## src/rtl/psum_pkg.sv

```systemverilog
// Shared types and helpers for the partial-sum transmitter: packet layout,
// saturation and the layer FSM states.
package psum_pkg;

  localparam int ADDR_W     = 4;
  localparam int IDX_W      = 7;
  localparam int ACC_W      = 24;
  localparam int PSUM_W     = 13;
  localparam int PKT_W      = IDX_W + 2*ADDR_W + PSUM_W;
  localparam int FIFO_DEPTH = 4;

  localparam int PSUM_LSB = 0;
  localparam int DST_LSB  = PSUM_LSB + PSUM_W;
  localparam int SRC_LSB  = DST_LSB + ADDR_W;
  localparam int IDX_LSB  = SRC_LSB + ADDR_W;

  typedef struct packed {
    logic [IDX_W-1:0]  idx;
    logic [ADDR_W-1:0] src;
    logic [ADDR_W-1:0] dst;
    logic [PSUM_W-1:0] psum;
  } pkt_t;

  typedef enum logic [1:0] {IDLE, RUN, DRAIN, DONE} state_e;

  function automatic logic [PKT_W-1:0] pack_psum(
    input logic [IDX_W-1:0]  idx,
    input logic [ADDR_W-1:0] src,
    input logic [ADDR_W-1:0] dst,
    input logic [PSUM_W-1:0] psum
  );
    logic [PKT_W-1:0] p;
    p = '0;
    p[IDX_LSB  +: IDX_W]  = idx;
    p[SRC_LSB  +: ADDR_W] = src;
    p[DST_LSB  +: ADDR_W] = dst;
    p[PSUM_LSB +: PSUM_W] = psum;
    return p;
  endfunction

  // In range exactly when every bit above the psum sign bit matches it.
  function automatic logic [PSUM_W-1:0] sat_psum(input logic [ACC_W-1:0] acc);
    logic [ACC_W-PSUM_W:0] top;
    top = acc[ACC_W-1:PSUM_W-1];
    if ((&top) || !(|top))
      return acc[PSUM_W-1:0];
    else if (acc[ACC_W-1])
      return {1'b1, {(PSUM_W-1){1'b0}}};
    else
      return {1'b0, {(PSUM_W-1){1'b1}}};
  endfunction

endpackage

```

## src/rtl/psum_fifo.sv

```systemverilog
// Synchronous FIFO, head visible one cycle after push, no bypass.
// Push while full and pop while empty are dropped.
module psum_fifo #(
  parameter int W     = 8,
  parameter int DEPTH = 4
) (
  input  logic         clk,
  input  logic         rst,
  input  logic         i_push,
  input  logic [W-1:0] i_dat,
  input  logic         i_pop,
  output logic [W-1:0] o_dat,
  output logic         o_full,
  output logic         o_empty
);

  localparam int AW = $clog2(DEPTH);

  logic [W-1:0] r_mem [DEPTH];
  logic [AW:0]  r_wr;
  logic [AW:0]  r_rd;
  logic         w_push;
  logic         w_pop;

  assign o_empty = (r_wr == r_rd);
  assign o_full  = (r_wr[AW] != r_rd[AW]) && (r_wr[AW-1:0] == r_rd[AW-1:0]);
  assign w_push  = i_push && !o_full;
  assign w_pop   = i_pop && !o_empty;
  assign o_dat   = r_mem[r_rd[AW-1:0]];

  always_ff @(posedge clk or posedge rst) begin
    if (rst) begin
      r_wr <= '0;
      r_rd <= '0;
      for (int i = 0; i < DEPTH; i++) r_mem[i] <= '0;
    end else begin
      if (w_push) begin
        r_mem[r_wr[AW-1:0]] <= i_dat;
        r_wr <= r_wr + (AW+1)'(1);
      end
      if (w_pop) r_rd <= r_rd + (AW+1)'(1);
    end
  end

endmodule

```

## src/rtl/psum_tx.sv

```systemverilog
// PE-side partial-sum transmitter: saturate, tag, buffer and send; report layer done.
// Accept-to-pkt_valid latency 1 cycle; psum_ready drops while the buffer is full.
module psum_tx
  import psum_pkg::*;
(
  input  logic              clk,
  input  logic              rst,
  input  logic              cfg_valid,
  input  logic [IDX_W-1:0]  cfg_tot_num,
  input  logic [ADDR_W-1:0] cfg_src,
  input  logic [ADDR_W-1:0] cfg_dst,
  input  logic              psum_valid,
  input  logic [ACC_W-1:0]  psum_data,
  output logic              psum_ready,
  output logic              pkt_valid,
  output logic [PKT_W-1:0]  pkt_data,
  input  logic              pkt_ready,
  output logic              done_valid,
  input  logic              done_ack
);

  state_e            r_state;
  state_e            w_next;
  logic [IDX_W-1:0]  r_tot;
  logic [IDX_W-1:0]  r_idx;
  logic [IDX_W-1:0]  r_sent;
  logic [ADDR_W-1:0] r_src;
  logic [ADDR_W-1:0] r_dst;
  logic              w_full;
  logic              w_empty;
  logic              w_push;
  logic              w_pop;
  logic              w_cfg_take;
  pkt_t              w_push_pkt;

  assign w_cfg_take = cfg_valid && (cfg_tot_num != '0);
  assign w_push     = psum_valid && psum_ready;
  assign pkt_valid  = !w_empty;
  assign w_pop      = pkt_valid && pkt_ready;
  assign w_push_pkt = pack_psum(r_idx, r_src, r_dst, sat_psum(psum_data));

  psum_fifo #(.W($bits(pkt_t)), .DEPTH(FIFO_DEPTH)) u_fifo (
    .clk     (clk),
    .rst     (rst),
    .i_push  (w_push),
    .i_dat   (w_push_pkt),
    .i_pop   (w_pop),
    .o_dat   (pkt_data),
    .o_full  (w_full),
    .o_empty (w_empty)
  );

  always_comb begin
    w_next     = r_state;
    psum_ready = 1'b0;
    done_valid = 1'b0;
    case (r_state)
      IDLE:  if (w_cfg_take) w_next = RUN;
      RUN: begin
        psum_ready = !w_full && (r_idx < r_tot);
        if (r_idx == r_tot) w_next = DRAIN;
      end
      DRAIN: if ((r_sent == r_tot) && w_empty) w_next = DONE;
      DONE: begin
        done_valid = 1'b1;
        if (done_ack) w_next = IDLE;
      end
      default: w_next = IDLE;
    endcase
  end

  always_ff @(posedge clk or posedge rst) begin
    if (rst) begin
      r_state <= IDLE;
      r_tot   <= '0;
      r_idx   <= '0;
      r_sent  <= '0;
      r_src   <= '0;
      r_dst   <= '0;
    end else begin
      r_state <= w_next;
      if ((r_state == IDLE) && w_cfg_take) begin
        r_tot  <= cfg_tot_num;
        r_src  <= cfg_src;
        r_dst  <= cfg_dst;
        r_idx  <= '0;
        r_sent <= '0;
      end else begin
        if (w_push) r_idx  <= r_idx + IDX_W'(1);
        if (w_pop)  r_sent <= r_sent + IDX_W'(1);
      end
    end
  end

endmodule

```

## config.mk

```make
export PLATFORM = sky130hd
export DESIGN_NAME = psum_tx
export DESIGN_NICKNAME = d
export VERILOG_FILES = /design/src/rtl/psum_pkg.sv /design/src/rtl/psum_fifo.sv /design/src/rtl/psum_tx.sv
export SDC_FILE = /design/constraint.sdc
export NUM_CORES = 1
export LEC_CHECK = 0
export ABC_CLOCK_PERIOD_IN_PS = 8100
export CAP_MARGIN = 25
export CORE_UTILIZATION = 60
export CTS_CLUSTER_SIZE = 12
export DETAILED_ROUTE_END_ITERATION = 7
export PLACE_DENSITY = 0.91
export SYNTH_ARGS = -nofsm -noshare
export SYNTH_HDL_FRONTEND = slang
export SYNTH_HIERARCHICAL = 1
export SYNTH_SLANG_ARGS = --single-unit
export TNS_END_PERCENT = 5
```

## constraint.sdc

```tcl
create_clock -name clk -period 8.1 [get_ports clk]
set_input_delay 2.43 -clock clk [delete_from_list [all_inputs] [get_ports clk]]
set_output_delay 2.43 -clock clk [all_outputs]
set_load 0.005 [all_outputs]
```

# Yosys cells after proc, flatten, opt, wreduce, memory -nomap -nowiden
# Index checks and enable logic that the tools add are counted.
# classes
magnitude_cmp,4
add_sub_neg,4
n_eq_ne,12
n_bitwise,2
reduce_logical,21
mux,19
# ops
operator,n
$bwmux 112,1
$mux 28,3
$bmux 28 s2,1
$demux 28 s2,1
$mux 7,4
$mux 13,2
$add 7x1->7 const B,2
$eq 7x7->1,2
$reduce_and 12->1,1
$reduce_or 12->1,1
$logic_and 1x1->1,10
$mux 2,4
$ne 2x2->1 const B,4
$pmux 2 s4,1
$lt 7x7->1,1
$reduce_bool 7->1,1
$add 3x1->3 const B,2
$ge 3x3->1 const B,2
$not 2->3,2
$eq 2x2->1 const B,2
$reduce_and 4->1,1
$reduce_bool 2->1,2
$eq 3x3->1,1
$logic_not 1->1,3
other kinds (7),8
# word_totals
input_bits,45
reg_bits,149

# Depth between registers and ports, before layout
# Gate-level depths: netlist of the first run.
# depth
ltp_word,8
depth_mapped,11

# Cells and area by module
# Netlist of the first run, hierarchy kept.
# modules_own_cells
module,seq_area_each_um2,area_per_inst_um2,n_inst,cells_per_inst
psum_fifo,2952.8,5622.9,1,314
psum_tx,775.7,1854.3,1,216

# Worst setup path after synthesis of the first run
# No wires, ideal clock.
# synth_timing
kind,in2reg
start,input port psum_valid
end,register u_fifo/r_mem[100] in the netlist's numbering
t_required_ns,7.975
setup_time_ns,0.125
n_path_buf,1
arrival_time_ns,4.006
path_slack_ns,3.969
stages,6
path_cell_list,o2111ai_2 nor2_1 nand2_1 a31oi_4 buf_6 mux2_4
# synth_between
elab_chain_cells,2
# synth_rtl
element,line,rtl
start: declaration,psum_tx.sv:12,"input logic psum_valid,"
$logic_and 1x1->1,psum_tx.sv:37,assign w_push = psum_valid && psum_ready;
net w_push,psum_tx.sv:31,logic w_push;
$logic_and 1x1->1,psum_fifo.sv:27,assign w_push = i_push && !o_full;
end signal: indexed assignment,psum_fifo.sv:38,r_mem[r_wr[AW-1:0]] <= i_dat;
end: declaration,psum_fifo.sv:19,logic [W-1:0] r_mem [DEPTH];
# The timed path passes the listed nets, and every way through them passes these cells.
# A chain may end at the register's enable or synchronous reset.

# Worst setup path after layout of the first run
# layout_timing
start,register u_fifo.r_rd[0]
end,output port pkt_data[11]
# layout_between
elab_chain_cells,4
# layout_rtl
element,line,rtl
start: declaration,psum_fifo.sv:21,logic [AW:0] r_rd;
start signal: assignment,psum_fifo.sv:41,if (w_pop) r_rd <= r_rd + (AW+1)'(1);
$not 2->3 (not written as such),psum_fifo.sv:29,assign o_dat = r_mem[r_rd[AW-1:0]];
$bmux 28 s2,psum_fifo.sv:29,
$mux 28 (not written as such) (2 in series),psum_fifo.sv:29,
end: declaration,psum_tx.sv:16,"output logic [PKT_W-1:0] pkt_data,"
# No other way between the ends. The select of a mux whose other input is x is not followed.

==> results of run 1 <==
[power by group through the flow]
stage | Combinational [mW] | Clock [mW] | Sequential, mW
after detailed placement | 1.48 | 0 | 1.37
after CTS | 1.50 | 0.768 | 1.37
after floorplan | 1.07 | 0 | 1.26
after global placement | 1.42 | 0 | 1.34
final | 1.50 | 0.758 | 1.37
after global routing | 1.62 | 0.800 | 1.41
[through the flow]
step,cells,setup slack [ns],hold WS [ns]
finish,788,2.99,0.503
global placement,757,3.11,0.484
CTS,786,2.92,0.507
detailed placement,757,3.02,0.491
floorplan,530,2.54,0.475
global route,788,2.79,0.517
[layout make-up]
cell class,instances,area (um^2),share of cell area (%)
timing repair buffer,86,873,9.75
multi-input combinational,340,3520,39.3
clock buffer,20,457,5.10
sequential,149,3730,41.6
inverter,16,62.6,0.698
tap,168,210,2.35
clock inverter,9,106,1.19
[routing by layer]
| metal | wire length, um | global-route usage (%) | vias up |
|---|---|---|---|
| met2 | 8270 | 46.7 | 151 |
| met5 | 0 | 0 | - |
| met3 | 754 | 5.69 | 24 |
| met4 | 315 | 9.12 | 0 |
| met1 | 6590 | 33.2 | 2398 |
| li1 | - | - | 2067 |
[registers in the layout, summed over array words and instances, names as in the netlist]
signal	cells
r_src	4
r_state	2
r_sent	7
u_fifo/r_mem	112
r_dst	4
r_tot	7
u_fifo/r_wr	3
r_idx	7
u_fifo/r_rd	3
[path summary, 6_finish.rpt]
path | startpoint | endpoint | slack (ns) | depth (start not counted)
worst min-delay path | u_fifo/r_mem[49] | u_fifo/r_mem[49] | 0.50 | 1
worst max register to register | u_fifo/r_rd[0] | u_fifo/r_mem[27] | 4.36 | 9
worst min register to register | u_fifo/r_mem[49] | u_fifo/r_mem[49] | 0.50 | 1
worst max-delay path | u_fifo/r_rd[0] | pkt_data[11] | 2.99 | 3
min in group asynchronous | rst | u_fifo/r_mem[99] | 2.41 | 2
max in group asynchronous | rst | u_fifo/r_mem[31] | 4.62 | 4
[worst reg2reg max path, stage by stage, from the launching register on]
cell and delay (ns):
dfrtp_2 0.73, xor2_1 0.38, nor3_1 0.13, nor3b_2 0.27, o2111ai_2 0.25, nor2_1 0.54, nand2_1 0.20, a31oi_4 0.25
buf_4 0.44, mux2_2 0.42
[synth_stat cells (all sizes together) (2+ instances only)]
cell type / number
a21oi: 6
mux2: 116
nor3: 6
a31oi: 5
nor2: 15
nand3: 7
xor2: 7
or3: 2
nor4: 4
clkbuf: 6
mux2i: 2
o31ai: 4
xnor2: 17
or4: 2
o2111ai: 2
mux4: 28
nor3b: 2
nor2b: 2
nand4: 9
dfrtp: 149
nand2b: 2
o21ai: 23
inv: 16
o311ai: 2
buf: 19
ha: 18
a21boi: 2
and3: 2
nand2: 52
[cell usage in the layout (no fill, tap or decap), types with 3 or more instances in the layout]
master,netlist,layout
mux2_2,46,46
nor2_1,15,15
buf_4,0,9
inv_1,16,15
clkbuf_16,0,17
nand4_1,9,9
o21ai_0,22,22
a31oi_4,4,4
o31ai_1,4,4
clkinvlp_4,0,3
mux2_4,70,70
clkdlybuf4s50_1,0,75
nor3_1,6,6
mux4_2,28,28
dfrtp_1,149,148
ha_1,18,18
nand3_1,7,7
a21oi_1,5,5
xnor2_1,15,15
nor4_1,4,4
nand2_1,52,52
clkinv_2,0,3
xor2_1,6,6
[cells by family (layout without fill, tap and decap cells)]
kind of cell               Yosys count  in the layout  synth area share [%]
AOI/OAI and AO/OA                   45             45                  4.47
adders and majority gates           18             18                  3.01
buffers and inverters               41            131                  3.06
and+or+nand+nor                    107            107                  6.64
DFF                                149            149                  49.9
xor gates and xnor gates            24             24                  3.26
muxes                              146            146                  29.7
==> results.sh, run 1 <==
export IMPL_power_switching_mw=1.17
export IMPL_rsz0062_at_grt="false"
export IMPL_setup_viol=0
export IMPL_syn_mean_instance_area_um2=14.1
export IMPL_cp_slowest_cell="dfrtp_2"
export IMPL_synth_area_um2=7480
export IMPL_cts_hold_buffers_added=0
export IMPL_num_vias=4640
export IMPL_clockPowerShare_pct=20.9
export IMPL_drtAntennaViolNets=0
export IMPL_peakVddDrop_mv=0.232
export IMPL_die_w_um=114
export IMPL_outcome="complete, no violations"
export IMPL_syn_nets=593
export IMPL_post_route_util_pct=74.3
export IMPL_async_flop_share_pct=100
export IMPL_comb_power_share_pct=41.3
export IMPL_grt_max_degree=81
export IMPL_min_period_over_period_pct=63.1
export IMPL_cts_setup_buffers=0
export IMPL_synth_area_leaders="dfrtp_1 (50%), mux2_4 (14%), mux4_2 (8.4%)"
export IMPL_track_usage_pct=26.8
export IMPL_maxCapViolCount=0
export IMPL_hold_violations=0
export IMPL_hpwl_um=9990
export IMPL_hp_class="register to register"
export IMPL_synth_ff_latch_count=149
export IMPL_crit_fanout=18
export IMPL_drt_pass1_iterations=5
export IMPL_ios=76
export IMPL_path_buf_inv=2
export IMPL_synth_cells=530
export IMPL_vias_per_cell=5.89
export IMPL_grt_first_pass_wirelength_um=26100
export IMPL_die_h_um=114
export IMPL_seqPwrFrac_pct=37.8
export IMPL_synth_ff_type="dfrtp_1"
export IMPL_numPortBuffers=75
export IMPL_finalSetupTns_ns=0
export IMPL_htree_levels=4
export IMPL_first_global_vias=5112
export IMPL_initial_utilization_pct=62.0
export IMPL_antenna_found_initial=0
export IMPL_cp_arrival_ns=2.68
export IMPL_clkTransAtPathRegs_ns=0.06
export IMPL_cts_resized=0
export IMPL_cts_root_buf="clkbuf_16"
export IMPL_yosysWarnings=6
export IMPL_first_iter_violations=326
export IMPL_slew_headroom_pct=55.4
export IMPL_synth_top_cell_by_area="dfrtp_1"
export IMPL_finClkSkew_ns=0.00611
export IMPL_fillers=746
export IMPL_end_kind="primary output"
export IMPL_clkSinkCount=149
export IMPL_seq_area_frac_synth_pct=49.9
export IMPL_final_area_um2=8960
export IMPL_p_leak_nw=3.92
export IMPL_sw_frac_of_total_pct=32.2
export IMPL_drive_gt1_share_pct=31.5
export IMPL_critical_path_top_delay_family="buffers and inverters"
export IMPL_finalMaxSlewViolations=0
export IMPL_cp_start_kind="register"
export IMPL_placementRows=40
export IMPL_routed_wirelength_um=15900
export IMPL_fin_crit_ns=5.11
export IMPL_dieArea_um2=12900
export IMPL_nNetsFinal=673
export IMPL_clk_latency_ns=0.42
export IMPL_n_antenna_cell=0
export IMPL_cts_made_buffers=17
export IMPL_globalRouteOverflowTotal=0
export IMPL_placed_area_um2=8340
export IMPL_post_drt_wl_per_cell_um=20.2
export IMPL_synth_edf_count=0
export IMPL_slowest_delay_ns=0.73
export IMPL_tightest_slew_ns=0.667
export IMPL_power_density_nw_per_um2=405
export IMPL_criticalPathCategory="register to primary output"
export IMPL_totalPowerFinal_mw=3.63
export IMPL_cts_tree="done"
export IMPL_internal_power_mw=2.46
export IMPL_synth_top_area_share_pct=49.9
export IMPL_crit_chain="buf_4 > mux4_2 > clkdlybuf4s50_1"
export IMPL_area_delta_synth_final_pct=19.8
export IMPL_gp_congestion=0.835
export IMPL_clockBufferDepth=2
export IMPL_core_um2=12100
export IMPL_drc=0
export IMPL_cp_data_required_time_ns=5.67
export IMPL_fmax_mhz=196
export IMPL_synth_cell_type_count=44
Power figures use the tool's default switching activity.
==> run 2, diff against run 1 <==
--- a/config.mk
+++ b/config.mk
@@ -5,12 +5,12 @@
 export SDC_FILE = /design/constraint.sdc
 export NUM_CORES = 1
 export LEC_CHECK = 0
-export ABC_CLOCK_PERIOD_IN_PS = 8100
+export ABC_CLOCK_PERIOD_IN_PS = 4200
 export CAP_MARGIN = 25
-export CORE_UTILIZATION = 60
+export CORE_UTILIZATION = 52
 export CTS_CLUSTER_SIZE = 12
 export DETAILED_ROUTE_END_ITERATION = 7
-export PLACE_DENSITY = 0.91
+export PLACE_DENSITY = 0.84
 export SYNTH_ARGS = -nofsm -noshare
 export SYNTH_HDL_FRONTEND = slang
 export SYNTH_HIERARCHICAL = 1
==> constraint.sdc (replaced) <==
create_clock -name clk -period 4.2 [get_ports clk]
set_input_delay 1.26 -clock clk [delete_from_list [all_inputs] [get_ports clk]]
set_output_delay 1.26 -clock clk [all_outputs]
set_load 0.005 [all_outputs]
==> results.sh, run 2 (synthesis results as in run 1) <==
export IMPL_outcome="complete, no violations"
export IMPL_maxCapViolCount=0
export IMPL_initial_utilization_pct=53.7
export IMPL_cts_resized=0
export IMPL_finClkSkew_ns=0.00744
export IMPL_dieArea_um2=14900
export IMPL_drtAntennaViolNets=0
export IMPL_gp_congestion=0.844
export IMPL_fin_crit_ns=3.84
export IMPL_cp_start_kind="register"
export IMPL_rsz0062_at_grt="false"
export IMPL_hold_violations=0
export IMPL_drc=0
export IMPL_fmax_mhz=260
export IMPL_p_leak_nw=3.99
export IMPL_track_usage_pct=23.3
export IMPL_criticalPathCategory="register to primary output"
export IMPL_setup_viol=0
export IMPL_cts_setup_buffers=0
export IMPL_finalSetupTns_ns=0
export IMPL_cts_tree="done"
export IMPL_placementRows=43
export IMPL_core_um2=13900
export IMPL_drt_pass1_iterations=4
export IMPL_cp_data_required_time_ns=2.94
export IMPL_vias_per_cell=5.70
export IMPL_drive_gt1_share_pct=31.4
export IMPL_cts_hold_buffers_added=0
export IMPL_finalMaxSlewViolations=0
export IMPL_clkTransAtPathRegs_ns=0.06
export IMPL_peakVddDrop_mv=0.388
export IMPL_hpwl_um=10200
export IMPL_power_density_nw_per_um2=797
export IMPL_min_path_cells=1
export IMPL_cts_root_buf="clkbuf_16"
export IMPL_tightest_slew_ns=0.725
export IMPL_top_register="u_fifo/r_mem"
export IMPL_end_kind="primary output"
export IMPL_cts_made_buffers=17
export IMPL_nNetsFinal=674
export IMPL_clockBufferDepth=2
export IMPL_final_cell_mix="dfrtp_1 (148), clkdlybuf4s50_1 (75), mux2_4 (70)"
export IMPL_first_iter_violations=262
export IMPL_clk_latency_ns=0.42
export IMPL_reg2regPathDepth=9
export IMPL_post_route_util_pct=65.4
export IMPL_layout_commonest_cell="dfrtp_1"
export IMPL_cp_arrival_ns=2.58
export IMPL_grt_max_degree=97
export IMPL_area_delta_synth_final_pct=21.9
export IMPL_clkSinkCount=149
export IMPL_die_w_um=122
export IMPL_largest_reg_flops=112
export IMPL_crit_fanout=12
export IMPL_die_h_um=122
export IMPL_num_vias=4583
export IMPL_htree_levels=4
export IMPL_ios=76
export IMPL_routed_wirelength_um=15600
export IMPL_grt_first_pass_wirelength_um=26000
export IMPL_hp_class="register to register"
export IMPL_globalRouteOverflowTotal=0
export IMPL_min_period_over_period_pct=91.5
export IMPL_n_antenna_cell=0
export IMPL_numPortBuffers=75
export IMPL_slew_headroom_pct=51.6
export IMPL_antenna_found_initial=0
export IMPL_post_drt_wl_per_cell_um=19.4
export IMPL_first_global_vias=5034
run 2: power breakdown:
group,internal (mW),leakage [nW],switching (mW),total (mW)
logic,1.78,1.78,1.14,2.92
clock network,1.16,0.329,0.563,1.73
registers,2.09,1.88,0.535,2.63
run 2: metrics by stage:
step | hold slack [ns] | instances | setup WS [ns] | power, mW | area [um^2]
floorplan | 0.475 | 530 | 1.24 | 4.49 | 7480
global placement | 0.484 | 772 | 0.593 | 5.39 | 8440
detailed placement | 0.492 | 772 | 0.529 | 5.54 | 8440
CTS | 0.505 | 804 | 0.357 | 7.32 | 9120
global route | 0.522 | 804 | 0.157 | 7.68 | 9120
finish | 0.503 | 804 | 0.357 | 7.27 | 9120
run 2: metal layers:
metal | global-route usage (%) | wire, um | vias up
li1 | - | - | 2081
met2 | 39.6 | 8020 | 119
met4 | 8.64 | 270 | 0
met5 | 0 | 0 | -
met1 | 29.2 | 6590 | 2361
met3 | 4.92 | 713 | 22
run 2: path summary, 6_finish.rpt:
kind	slack [ns]	from	to
hold reg to reg	0.50	u_fifo/r_mem[55]	u_fifo/r_mem[55]
hold / removal	0.50	u_fifo/r_mem[55]	u_fifo/r_mem[55]
setup reg to reg	0.88	u_fifo/r_rd[0]	u_fifo/r_mem[18]
min in group asynchronous	1.27	rst	u_fifo/r_mem[45]
max in group asynchronous	2.07	rst	u_fifo/r_mem[80]
setup / recovery	0.36	u_fifo/r_rd[0]	psum_ready
run 2: layout make-up:
class | count | area (um^2)
Clock buffer | 24 | 482
Clock inverter | 8 | 194
Fill cell | 993 | 4820
Inverter | 16 | 63.8
Multi-Input combinational cell | 340 | 3520
Sequential cell | 149 | 3730
Tap cell | 180 | 225
Timing Repair Buffer | 87 | 903
run 2: worst max-delay path: stages (launching register included):
cell and delay (ns):
dfrtp_2 0.58, xor2_1 0.39, nor3_1 0.16, nor3b_2 0.25, o211ai_1 0.14, nor2_1 0.12, clkdlybuf4s50_1 0.52
==> run 3, diff against run 2 <==
--- a/config.mk
+++ b/config.mk
@@ -11,6 +11,7 @@
 export CTS_CLUSTER_SIZE = 12
 export DETAILED_ROUTE_END_ITERATION = 7
 export PLACE_DENSITY = 0.84
+export SLEW_MARGIN = 15
 export SYNTH_ARGS = -nofsm -noshare
 export SYNTH_HDL_FRONTEND = slang
 export SYNTH_HIERARCHICAL = 1
==> results of run 3 <==
No change in the layout: final DEF, timing and power equal those of run 2.
